File: src/rtl/hsv_converter_pkg.sv
// hsv_pkg: shared state/channel types and hue sector constants for hsv_converter.
package hsv_pkg;

  typedef enum logic [2:0] {
    IDLE,
    COMPARE,
    DIV_HUE,
    DIV_SAT,
    DONE
  } state_e;

  typedef enum logic [1:0] {
    RED,
    GREEN,
    BLUE
  } chan_e;

  // Hue sector bases in units of one 60 degree sextant.
  localparam int unsigned SECT_BASE_R = 0;
  localparam int unsigned SECT_BASE_G = 2;
  localparam int unsigned SECT_BASE_B = 4;
  localparam int unsigned SECT_COUNT  = 6;

  function automatic int max_i(input int a, input int b);
    return (a > b) ? a : b;
  endfunction

endpackage

File: src/rtl/hsv_converter_if.sv
// hsv_converter_if: pixel-in / result-out handshake bundle for hsv_converter.
interface hsv_converter_if #(
  parameter int CW = 5,
  parameter int HF = 4,
  parameter int SW = 5
);

  logic            in_valid;
  logic            in_ready;
  logic [3*CW-1:0] in_data;
  logic            out_valid;
  logic            out_ready;
  logic [HF+2:0]   hue;
  logic [SW-1:0]   saturation;
  logic [CW-1:0]   value;
  logic            hue_invalid;

  // Upstream / downstream side (pixel source and result sink).
  modport master (
    output in_valid, in_data, out_ready,
    input  in_ready, out_valid, hue, saturation, value, hue_invalid
  );

  // Converter side.
  modport slave (
    input  in_valid, in_data, out_ready,
    output in_ready, out_valid, hue, saturation, value, hue_invalid
  );

endinterface

File: src/rtl/hsv_converter_seqdiv.sv
// hsv_seqdiv: iterative restoring unsigned divider, one quotient bit per cycle.
// The caller picks the quotient length per divide (len); the dividend must
// satisfy dividend >> len < divisor so the quotient fits in len bits.
// start loads the operands and performs the first step in the same cycle, so a
// len-bit quotient is valid (done high) len cycles after start is sampled.
module hsv_seqdiv #(
  parameter int DW = 10,
  parameter int VW = 5,
  parameter int QW = 6,
  parameter int LW = $clog2(DW + 1)
) (
  input  logic          clk,
  input  logic          res,
  input  logic          start,
  input  logic [LW-1:0] len,
  input  logic [DW-1:0] dividend,
  input  logic [VW-1:0] divisor,
  output logic          busy,
  output logic          done,
  output logic [QW-1:0] quotient
);

  logic [VW-1:0] rem_q, rem_d, rem_src;
  logic [DW-1:0] dq_q, dq_d, dq_src;
  logic [LW-1:0] cnt_q, cnt_d;
  logic          done_q, done_d;
  logic [VW:0]   trial;
  logic          take;

  assign busy     = (cnt_q != '0);
  assign done     = done_q;
  assign quotient = dq_q[QW-1:0];

  // Restoring step on either the freshly loaded operands or the running state.
  always_comb begin
    rem_src = rem_q;
    dq_src  = dq_q;
    if (start) begin
      rem_src = VW'(dividend >> len);
      dq_src  = dividend << (LW'(DW) - len);
    end
    trial  = {rem_src, dq_src[DW-1]};
    take   = (trial >= {1'b0, divisor});
    rem_d  = rem_q;
    dq_d   = dq_q;
    cnt_d  = cnt_q;
    done_d = 1'b0;
    if (start || busy) begin
      rem_d = take ? VW'(trial - {1'b0, divisor}) : trial[VW-1:0];
      dq_d  = {dq_src[DW-2:0], take};
      if (start) begin
        cnt_d  = len - LW'(1);
        done_d = (len == LW'(1));
      end else begin
        cnt_d  = cnt_q - LW'(1);
        done_d = (cnt_q == LW'(1));
      end
    end
  end

  // Divider state registers.
  always_ff @(posedge clk or posedge res) begin
    if (res) begin
      rem_q  <= '0;
      dq_q   <= '0;
      cnt_q  <= '0;
      done_q <= 1'b0;
    end else begin
      rem_q  <= rem_d;
      dq_q   <= dq_d;
      cnt_q  <= cnt_d;
      done_q <= done_d;
    end
  end

endmodule

File: src/rtl/hsv_converter.sv
// hsv_converter: handshaked RGB-to-HSV converter with a shared iterative divider.
// Optional feature macro HSV_SAT_EN: when defined, saturation is computed in a
// second divide (DIV_SAT); when undefined, that state is skipped and saturation
// is tied to 0.
//
// state   | meaning
// IDLE    | waiting for a pixel, in_ready high
// COMPARE | pick max/min of latched pixel, launch hue divide
// DIV_HUE | hue quotient iterating (HF+1 cycles)
// DIV_SAT | saturation quotient iterating (SW+1 cycles)
// DONE    | result held, out_valid high until out_ready
module hsv_converter
  import hsv_pkg::*;
#(
  parameter int CW = 5,
  parameter int HF = 4,
  parameter int SW = 5
) (
  input logic            clk,
  input logic            res,
  hsv_converter_if.slave bus
);

  localparam int MW = max_i(HF, SW);
  localparam int DW = CW + MW;
  localparam int QW = MW + 1;
  localparam int LW = $clog2(DW + 1);
  localparam int HW = HF + 3;

  localparam logic [HW-1:0] HUE_FULL   = HW'(SECT_COUNT << HF);
  localparam logic [HW-1:0] HUE_BASE_R = HW'(SECT_BASE_R << HF);
  localparam logic [HW-1:0] HUE_BASE_G = HW'(SECT_BASE_G << HF);
  localparam logic [HW-1:0] HUE_BASE_B = HW'(SECT_BASE_B << HF);

  state_e        state_q, state_d;
  logic [CW-1:0] r_q, r_d, g_q, g_d, b_q, b_d;
  logic [HW-1:0] hue_q, hue_d;
  logic [CW-1:0] value_q, value_d;
  logic          inv_q, inv_d;

  chan_e         max_sel;
  logic [CW-1:0] max_val, min_val, d_val;
  logic [CW-1:0] num_a, num_b, n_mag;
  logic          n_neg;
  logic          achrom;
  logic [DW-1:0] hue_dividend;
  logic [HW-1:0] q_h, hue_calc;

  logic          div_start, div_busy, div_done;
  logic [LW-1:0] div_len;
  logic [DW-1:0] div_dividend;
  logic [CW-1:0] div_divisor;
  logic [QW-1:0] div_q;

`ifdef HSV_SAT_EN
  logic [HW-1:0] hue_mid_q, hue_mid_d;
  logic [SW-1:0] sat_q, sat_d;
  logic [SW-1:0] sat_calc;
  logic [DW-1:0] sat_dividend;
`endif

  hsv_seqdiv #(
    .DW(DW),
    .VW(CW),
    .QW(QW),
    .LW(LW)
  ) u_div (
    .clk     (clk),
    .res     (res),
    .start   (div_start),
    .len     (div_len),
    .dividend(div_dividend),
    .divisor (div_divisor),
    .busy    (div_busy),
    .done    (div_done),
    .quotient(div_q)
  );

  // Max/min selection (R > G > B on ties), chroma and signed hue numerator.
  always_comb begin
    if (r_q >= g_q && r_q >= b_q) begin
      max_sel = RED;
      max_val = r_q;
      num_a   = g_q;
      num_b   = b_q;
    end else if (g_q >= b_q) begin
      max_sel = GREEN;
      max_val = g_q;
      num_a   = b_q;
      num_b   = r_q;
    end else begin
      max_sel = BLUE;
      max_val = b_q;
      num_a   = r_q;
      num_b   = g_q;
    end
    min_val = r_q;
    if (g_q < min_val) min_val = g_q;
    if (b_q < min_val) min_val = b_q;
    d_val        = max_val - min_val;
    achrom       = (max_val == min_val);
    n_neg        = (num_a < num_b);
    n_mag        = n_neg ? (num_b - num_a) : (num_a - num_b);
    hue_dividend = DW'(n_mag) << HF;
  end

  // Fold the hue quotient into the sector of the max channel; a full circle wraps to 0.
  always_comb begin
    q_h = HW'(div_q);
    case (max_sel)
      RED:     hue_calc = n_neg ? (HUE_FULL - q_h) : (HUE_BASE_R + q_h);
      GREEN:   hue_calc = n_neg ? (HUE_BASE_G - q_h) : (HUE_BASE_G + q_h);
      default: hue_calc = n_neg ? (HUE_BASE_B - q_h) : (HUE_BASE_B + q_h);
    endcase
    if (hue_calc == HUE_FULL) hue_calc = '0;
  end

`ifdef HSV_SAT_EN
  // Saturation dividend and clamp of the (at most 2^SW) quotient.
  always_comb begin
    sat_dividend = DW'(d_val) << SW;
    if (div_q[QW-1:SW] != '0) sat_calc = '1;
    else                      sat_calc = div_q[SW-1:0];
  end
`endif

  // Next-state, divider control and result capture.
  always_comb begin
    state_d      = state_q;
    r_d          = r_q;
    g_d          = g_q;
    b_d          = b_q;
    hue_d        = hue_q;
    value_d      = value_q;
    inv_d        = inv_q;
    div_start    = 1'b0;
    div_len      = LW'(HF + 1);
    div_dividend = hue_dividend;
    div_divisor  = d_val;
`ifdef HSV_SAT_EN
    hue_mid_d    = hue_mid_q;
    sat_d        = sat_q;
`endif
    case (state_q)
      IDLE: begin
        if (bus.in_valid) begin
          {r_d, g_d, b_d} = bus.in_data;
          state_d         = COMPARE;
        end
      end
      COMPARE: begin
        div_start = 1'b1;
        state_d   = DIV_HUE;
      end
      DIV_HUE: begin
        if (div_done && !div_busy) begin
`ifdef HSV_SAT_EN
          hue_mid_d    = hue_calc;
          div_start    = 1'b1;
          div_len      = LW'(SW + 1);
          div_dividend = sat_dividend;
          div_divisor  = max_val;
          state_d      = DIV_SAT;
`else
          hue_d   = achrom ? '0 : hue_calc;
          value_d = max_val;
          inv_d   = achrom;
          state_d = DONE;
`endif
        end
      end
      DIV_SAT: begin
`ifdef HSV_SAT_EN
        if (div_done && !div_busy) begin
          hue_d   = achrom ? '0 : hue_mid_q;
          sat_d   = achrom ? '0 : sat_calc;
          value_d = max_val;
          inv_d   = achrom;
          state_d = DONE;
        end
`else
        state_d = IDLE;
`endif
      end
      DONE: begin
        if (bus.out_ready) state_d = IDLE;
      end
      default: state_d = IDLE;
    endcase
  end

  // State, pixel and result registers.
  always_ff @(posedge clk or posedge res) begin
    if (res) begin
      state_q   <= IDLE;
      r_q       <= '0;
      g_q       <= '0;
      b_q       <= '0;
      hue_q     <= '0;
      value_q   <= '0;
      inv_q     <= 1'b0;
`ifdef HSV_SAT_EN
      hue_mid_q <= '0;
      sat_q     <= '0;
`endif
    end else begin
      state_q   <= state_d;
      r_q       <= r_d;
      g_q       <= g_d;
      b_q       <= b_d;
      hue_q     <= hue_d;
      value_q   <= value_d;
      inv_q     <= inv_d;
`ifdef HSV_SAT_EN
      hue_mid_q <= hue_mid_d;
      sat_q     <= sat_d;
`endif
    end
  end

  assign bus.in_ready    = (state_q == IDLE);
  assign bus.out_valid   = (state_q == DONE);
  assign bus.hue         = hue_q;
  assign bus.value       = value_q;
  assign bus.hue_invalid = inv_q;
`ifdef HSV_SAT_EN
  assign bus.saturation  = sat_q;
`else
  assign bus.saturation  = '0;
`endif

endmodule

File: src/flat_wrapper.sv
// flat-port wrapper written by rule: the top's interface ports become plain ports
module hsv_converter_flat import hsv_pkg::*;
#(
  parameter int CW = 5,
  parameter int HF = 4,
  parameter int SW = 5
)
  (clk, res, bus_in_valid, bus_in_data, bus_out_ready, bus_in_ready, bus_out_valid, bus_hue, bus_saturation, bus_value, bus_hue_invalid);
  hsv_converter_if #(.CW(CW), .HF(HF), .SW(SW)) bus_i ();
  input logic clk;
  input logic res;
  input wire logic [$bits(bus_i.in_valid)-1:0] bus_in_valid;
  input wire logic [$bits(bus_i.in_data)-1:0] bus_in_data;
  input wire logic [$bits(bus_i.out_ready)-1:0] bus_out_ready;
  output wire logic [$bits(bus_i.in_ready)-1:0] bus_in_ready;
  output wire logic [$bits(bus_i.out_valid)-1:0] bus_out_valid;
  output wire logic [$bits(bus_i.hue)-1:0] bus_hue;
  output wire logic [$bits(bus_i.saturation)-1:0] bus_saturation;
  output wire logic [$bits(bus_i.value)-1:0] bus_value;
  output wire logic [$bits(bus_i.hue_invalid)-1:0] bus_hue_invalid;
  assign bus_i.in_valid = bus_in_valid;
  assign bus_i.in_data = bus_in_data;
  assign bus_i.out_ready = bus_out_ready;
  assign bus_in_ready = bus_i.in_ready;
  assign bus_out_valid = bus_i.out_valid;
  assign bus_hue = bus_i.hue;
  assign bus_saturation = bus_i.saturation;
  assign bus_value = bus_i.value;
  assign bus_hue_invalid = bus_i.hue_invalid;
  hsv_converter #(.CW(CW), .HF(HF), .SW(SW)) u_core (.clk(clk), .res(res), .bus(bus_i));
endmodule
File: config.mk
export PLATFORM = sky130hd
export DESIGN_NAME = hsv_converter_flat
export DESIGN_NICKNAME = d
export VERILOG_FILES = /design/src/rtl/hsv_converter_pkg.sv /design/src/rtl/hsv_converter_if.sv /design/src/rtl/hsv_converter_seqdiv.sv /design/src/rtl/hsv_converter.sv /design/src/flat_wrapper.sv
export SDC_FILE = /design/constraint.sdc
export NUM_CORES = 1
export LEC_CHECK = 0
export ABC_AREA = 1
export BUFFER_PORTS_ARGS = -buffer_cell sky130_fd_sc_hd__buf_2
export CAP_MARGIN = 10
export CORE_MARGIN = 5
export CORE_UTILIZATION = 45
export CTS_BUF_LIST = sky130_fd_sc_hd__clkbuf_8
export CTS_CLUSTER_SIZE = 20
export DETAILED_ROUTE_END_ITERATION = 16
export GPL_TIMING_DRIVEN = 0
export REMOVE_ABC_BUFFERS = 1
export SYNTH_ARGS = -nofsm -noshare
export SYNTH_HDL_FRONTEND = slang
export SYNTH_HIERARCHICAL = 1
export SYNTH_SLANG_ARGS = --single-unit
File: constraint.sdc
create_clock -name clk -period 6.51 [get_ports clk]
set_clock_uncertainty 0.2 [all_clocks]
set_input_delay 1.953 -clock clk [delete_from_list [all_inputs] [get_ports clk]]
set_output_delay 1.953 -clock clk [all_outputs]
set_load 0.02 [all_outputs]
; ---- After elaboration in Yosys (flattened, before gate mapping)
; Cells that the tools add are included.
[classes]
n_reduce_logical = 10
n_eq_ne = 10
n_addsub = 10
mux = 28
order_cmp = 7
[ops]
columns = cell, count
row1 = 2-to-1 mux 5 bit, 11
row2 = 2-to-1 mux 7 bit, 5
row3 = subtractor 5 bit, 4
row4 = >= comparator 5 bit, 3
row5 = < comparator 5 bit, 3
row6 = case mux 7 bit (2 select lines), 1
row7 = subtractor 7 x 6 -> 7 bit (first input constant), 2
row8 = case mux 3 bit (4 select lines), 1
row9 = 2-to-1 mux 10 bit, 1
row10 = 2-to-1 mux 3 bit, 3
row11 = adder 6 x 6 -> 7 bit (first input constant), 1
row12 = adder 7 x 6 -> 7 bit (first input constant), 1
row13 = == test 7 bit (second input constant), 1
row14 = subtractor 6 x 6 -> 7 bit (first input constant), 1
row15 = >= comparator 6 x 5 -> 1 bit, 1
row16 = == test 5 bit, 1
row17 = == test 4 x 1 -> 1 bit (second input constant), 1
row18 = 2-to-1 mux 2 bit, 2
row19 = 2-to-1 mux 4 bit, 1
row20 = inequality test 2 bit (second input constant), 2
row21 = AND reduction 2 bit, 2
row22 = nonzero test 4 bit, 1
row23 = subtractor 4 x 1 -> 4 bit (second input constant), 1
row24 = == test 3 x 1 -> 1 bit (second input constant), 1
row25 = 11 further kinds, 14
[word_totals]
elab_cells = 76
inputBits = 19
regBits = 51

; ---- Longest topological paths before layout
[logic_depth]
depth_word = 9
ltp_mapped = 40
depth_no_buf = 39

; ---- Modules after synthesis
; The synthesis kept the hierarchy.
[by_module_without_submodules]
columns = mod, instances, seq_area_each_um2, area_each_um2, cells_each
row1 = hsv_converter, 1, 775.7, 2991.6, 416
row2 = hsv_seqdiv, 1, 500.5, 2023.2, 317

; ---- Least setup slack after synthesis
; No wires, ideal clock.
[synth_timing]
path_type = reg2reg
start = reg u_core.r_q[4]
end = reg u_core.u_div.rem_q[3]
stages_incl_launch_ff = 38
synth_period_minus_slack_ps = 4790
path_buffers = 3
path_slack_ps = 1720
t_required_ps = 6194
arrival_time_ps = 4473
path_cell_list = dfrtp_1 inv_1 ha_1 nand2_2 nor2_4 nand2_2 nand3_4 nand2_4 nand2_4 buf_6 nand2_2 buf_4 o221ai_2 inv_2 ha_1 nand2_2 inv_2 nand3_1 [... 2 more ...] nand3_1 o21ai_0 xor2_1 nand2_1 nand3_1 nand3_1 nand2_1 a21oi_1 inv_1 ha_1 a21oi_1 a21boi_1 nor2_2 nand2_2 inv_2 nand2_1 nand2_1 nand2_1
[synth_between]
elab_chain_cells = 8
[synth_lines]
columns = item, line
row1 = start: declaration, hsv_converter.sv:36  ; logic [CW-1:0] r_q, r_d, g_q, g_d, b_q, b_d;
row2 = start signal: assignment, hsv_converter.sv:208  ; r_q <= r_d;
row3 = >= comparator 5 bit, hsv_converter.sv:81  ; if (r_q >= g_q && r_q >= b_q) begin
row4 = logical AND 1 bit, hsv_converter.sv:81
row5 = 2-to-1 mux 5 bit, hsv_converter.sv:81
row6 = subtractor 5 bit or < comparator 5 bit (tied branches), "hsv_converter.sv:103, hsv_converter.sv:102"
row7 = 2-to-1 mux 5 bit (*), hsv_converter.sv:103  ; n_mag = n_neg ? (num_b - num_a) : (num_a - num_b);
row8 = named net u_core.n_mag[3], hsv_converter.sv:43  ; logic [CW-1:0] num_a, num_b, n_mag;
row9 = 2-to-1 mux 5 bit (*), hsv_converter_seqdiv.sv:38  ; if (start) begin
row10 = subtractor 5 bit or >= comparator 6 x 5 -> 1 bit (tied branches), "hsv_converter_seqdiv.sv:49, hsv_converter_seqdiv.sv:43"
row11 = 2-to-1 mux 5 bit (*), hsv_converter_seqdiv.sv:49  ; rem_d = take ? VW'(trial - {1'b0, divisor}) : trial[VW-1:0];
row12 = end signal: assignment, hsv_converter_seqdiv.sv:69  ; rem_q <= rem_d;
row13 = end: declaration, hsv_converter_seqdiv.sv:23  ; logic [VW-1:0] rem_q, rem_d, rem_src;
; The timed path passes the listed nets; every way through them passes the cells marked *.
; A chain may end at the register's enable or synchronous reset.

; ---- Worst setup path after layout
[layout_timing]
start = reg u_core.r_q[4]
end = reg u_core.u_div.rem_q[4]
; The elaborated chain is that of the path after synthesis.

==> results.cfg <==
[run_status]
outcome = completed

[global_route]
grt_max_degree = 32
antenna_found_initial = 0
grt_pass1_wl_um = 20400
track_usage_pct = 19.0
grt_pass1_vias = 4342
grt_overflow_total = 0

[timing]
report.final.slew_viol_count = 0
tightest_slew_ps = 827
slew_headroom_pct = 44.7
rsz0062_at_grt = false
setup_viol = 0
finalCritPeriodShare_pct = 88.6
setup_tns_ps = 0
fmaxAchievable_ghz = 0.173
period_minus_slack_ps = 5770
hold_viol = 0
fin_hold_ws_ps = 284

[critical_path]
r2r_setup_slack_ps = 740
slowest_delay_ps = 440
crit_family = simple AND/OR/NAND/NOR gates
crit_path_start_kind = register
worstRegToRegCells = 33
worstPathMaxFanout = 14
timing.rr.end = u_core/u_div/rem_q[4]$_DFFE_PP0P_
r2r_start = u_core/r_q[4]$_DFFE_PP0P_
cp_common_cell = nand2_1
crit_buf_inv = 4
critPathCaptureType = register
cp_slowest_cell = dfrtp_1
criticalPathCategory = register to register
cp.arrival_ps = 5840
critical_path_required_ps = 6580

[synth]
synth_area_leaders = dfrtp_1 25%, nand2_1 18%, ha_1 11%
avgSynthCellArea_um2 = 6.84
ys_ff_latch = 51
netlist_area_um2 = 5010
synthCells = 733
post_synth_num_cell_types = 47
synth_warnings = 6
seq_area_frac_synth_pct = 25.4
yosysTopAreaCell = dfrtp_1
yosysTopAreaCellShare_pct = 25.4

[routing]
ant_nets = 0
viasPerCell = 5.04
wl_um = 12100
first_pass_iters = 4
drt_iter0_drc = 232
via_count = 4622
drc = 0
avgRoutedWirePerCell_um = 13.2

[final_layout]
fin_nets = 843
fill_cells = 1130
final_area_um2 = 5410
multi_input_area_um2 = 3300
seq_area_um2 = 1280
diodes = 0
area_growth_pct = 7.93
layout-drive-gt1-share_pct = 15.3

[clocking]
clk_pin_slew_ps = 100
cts_tree = built
cts_resized = 0
root_buffer = clkbuf_8
cts_setup_buffers = 0
cts.path.max_buffers = 2
cts_buffers = 5
h-tree-depth = 2
clock_latency_ps = 330
clkSinkCount = 51
ctsHoldBuffers = 0

[floorplanning]
rows = 38
core_area_um2 = 10900
initial_core_util_pct = 46.1
io_pins = 39
die_area_um2 = 13400
fp.dieH_um = 116
chipWidth_um = 116

[worst_hold_path]
hold_path_end = u_core/bus.hue[2]$_DFFE_PP0P_
hold_class = register to register
worstHoldStart = u_core/bus.hue[2]$_DFFE_PP0P_
whs_path_depth = 2

[place]
port_buffers = 33
place_area_um2 = 5270
dp_hpwl_um = 9530
gp_congestion = 0.884

[flow_run]
cap_violations = 0
[worst max-delay path by stage]
stage	start	to	slack (ps)	cells after the start
floorplan	u_core/r_q[4]$_DFFE_PP0P_	u_core/u_div/rem_q[3]$_DFFE_PP0P_	1710	34
global placement	u_core/r_q[4]$_DFFE_PP0P_	u_core/u_div/rem_q[1]$_DFFE_PP0P_	900	33
detailed placement	u_core/r_q[4]$_DFFE_PP0P_	u_core/u_div/rem_q[1]$_DFFE_PP0P_	780	33
CTS	u_core/r_q[4]$_DFFE_PP0P_	u_core/u_div/rem_q[1]$_DFFE_PP0P_	730	33
global route	u_core/r_q[4]$_DFFE_PP0P_	u_core/u_div/rem_q[2]$_DFFE_PP0P_	220	33
finish	u_core/r_q[4]$_DFFE_PP0P_	u_core/u_div/rem_q[4]$_DFFE_PP0P_	740	33
[cells in the mapped netlist (all sizes together)]
| master | number |
|---|---|
| a211oi | 2 |
| a21boi | 1 |
| a21oi | 23 |
| a22oi | 2 |
| a31oi | 4 |
| and2 | 2 |
| and3 | 1 |
| buf | 20 |
| clkbuf | 9 |
| clkinv | 2 |
| conb | 2 |
| dfrtp | 51 |
| fa | 4 |
| ha | 44 |
| inv | 90 |
| mux2i | 1 |
| nand2 | 277 |
| nand3 | 65 |
| nand3b | 1 |
| nand4 | 4 |
| nor2 | 40 |
| nor3 | 4 |
| nor3b | 2 |
| o211ai | 2 |
| o21a | 1 |
| o21ai | 51 |
| o21bai | 1 |
| o221ai | 14 |
| o22ai | 1 |
| or2 | 2 |
| xnor2 | 3 |
| xor2 | 7 |
[worst min-delay path, cell delays in order, from the launching register on]
cell and delay (ps):
dfrtp_1 350, nand2_1 50, nand2_1 50
[routing by layer]
metal	vias to the layer above	GRT usage [%]	wire length, um
li1	2408	-	-
met1	2132	25.9	5870
met2	70	31.3	5560
met3	12	3.03	507
met4	0	5.48	160
met5	-	0	0
[registers in the layout, indices dropped and copies added, names as in the netlist]
| name | count |
|---|---|
| u_core/state_q | 3 |
| u_core/u_div/done | 1 |
| u_core/g_q | 5 |
| u_core/r_q | 5 |
| u_core/bus.hue | 7 |
| u_core/u_div/dq_q | 10 |
| u_core/u_div/cnt_q | 4 |
| u_core/bus.value | 5 |
| u_core/bus.hue_invalid | 1 |
| u_core/u_div/rem_q | 5 |
| u_core/b_q | 5 |
[area by class of cell]
cell class	instances	share of cell area, %
Timing Repair Buffer	34	3.42
Clock buffer	6	1.53
Clock inverter	2	0.717
Sequential cell	51	23.6
Multi-Input combinational cell	592	61.0
Inverter	92	6.52
Tap cell	140	3.24
[layout by cell type, fill, tap and decap left out, types with 3 or more instances in the layout]
| cell | synthesis | layout |
|---|---|---|
| inv_2 | 18 | 18 |
| a31oi_1 | 4 | 4 |
| a21oi_1 | 21 | 21 |
| xnor2_1 | 3 | 3 |
| nor3_1 | 3 | 3 |
| nand4_1 | 4 | 4 |
| inv_1 | 71 | 70 |
| conb_1 | 2 | 33 |
| o221ai_2 | 9 | 9 |
| nor2_4 | 3 | 3 |
| o221ai_1 | 5 | 5 |
| o21ai_0 | 35 | 35 |
| nand3_2 | 3 | 3 |
| o21ai_1 | 16 | 16 |
| xor2_1 | 7 | 7 |
| nor2_1 | 33 | 33 |
| dfrtp_1 | 51 | 51 |
| nand3_1 | 60 | 60 |
| nor2_2 | 4 | 4 |
| ha_1 | 44 | 44 |
| buf_2 | 1 | 33 |
| nand2_4 | 5 | 5 |
| nand2_1 | 246 | 246 |
| clkbuf_8 | 0 | 6 |
| nand2_2 | 26 | 26 |
| fa_1 | 4 | 4 |
[kinds of logic (layout without fill, tap and decap cells)]
group	Yosys count	in the layout	share of synthesized area (%)
DFF	51	51	25.4
muxes	1	1	0.200
other	2	33	0.150
xor gates and xnor gates	10	10	1.75
buffers and inverters	121	134	11.0
AOI/OAI and AO/OA	102	102	13.1
adders and majority gates	48	48	12.6
and+or+nand+nor	398	398	35.8
[through the flow]
step / worst slack (ps) / std cells / utilization, %
3_5_place_dp: 779 / 908 / 48.4
2_1_floorplan: 1710 / 735 / -
3_3_place_gp: 902 / 908 / 48.4
5_1_grt: 221 / 917 / 49.7
4_1_cts: 728 / 916 / 49.5
6_report: 742 / 917 / 49.7
Power is left out: the tool's default activity adds up to more than one toggle a clock period on the data nets, which glitch-free logic cannot reach.
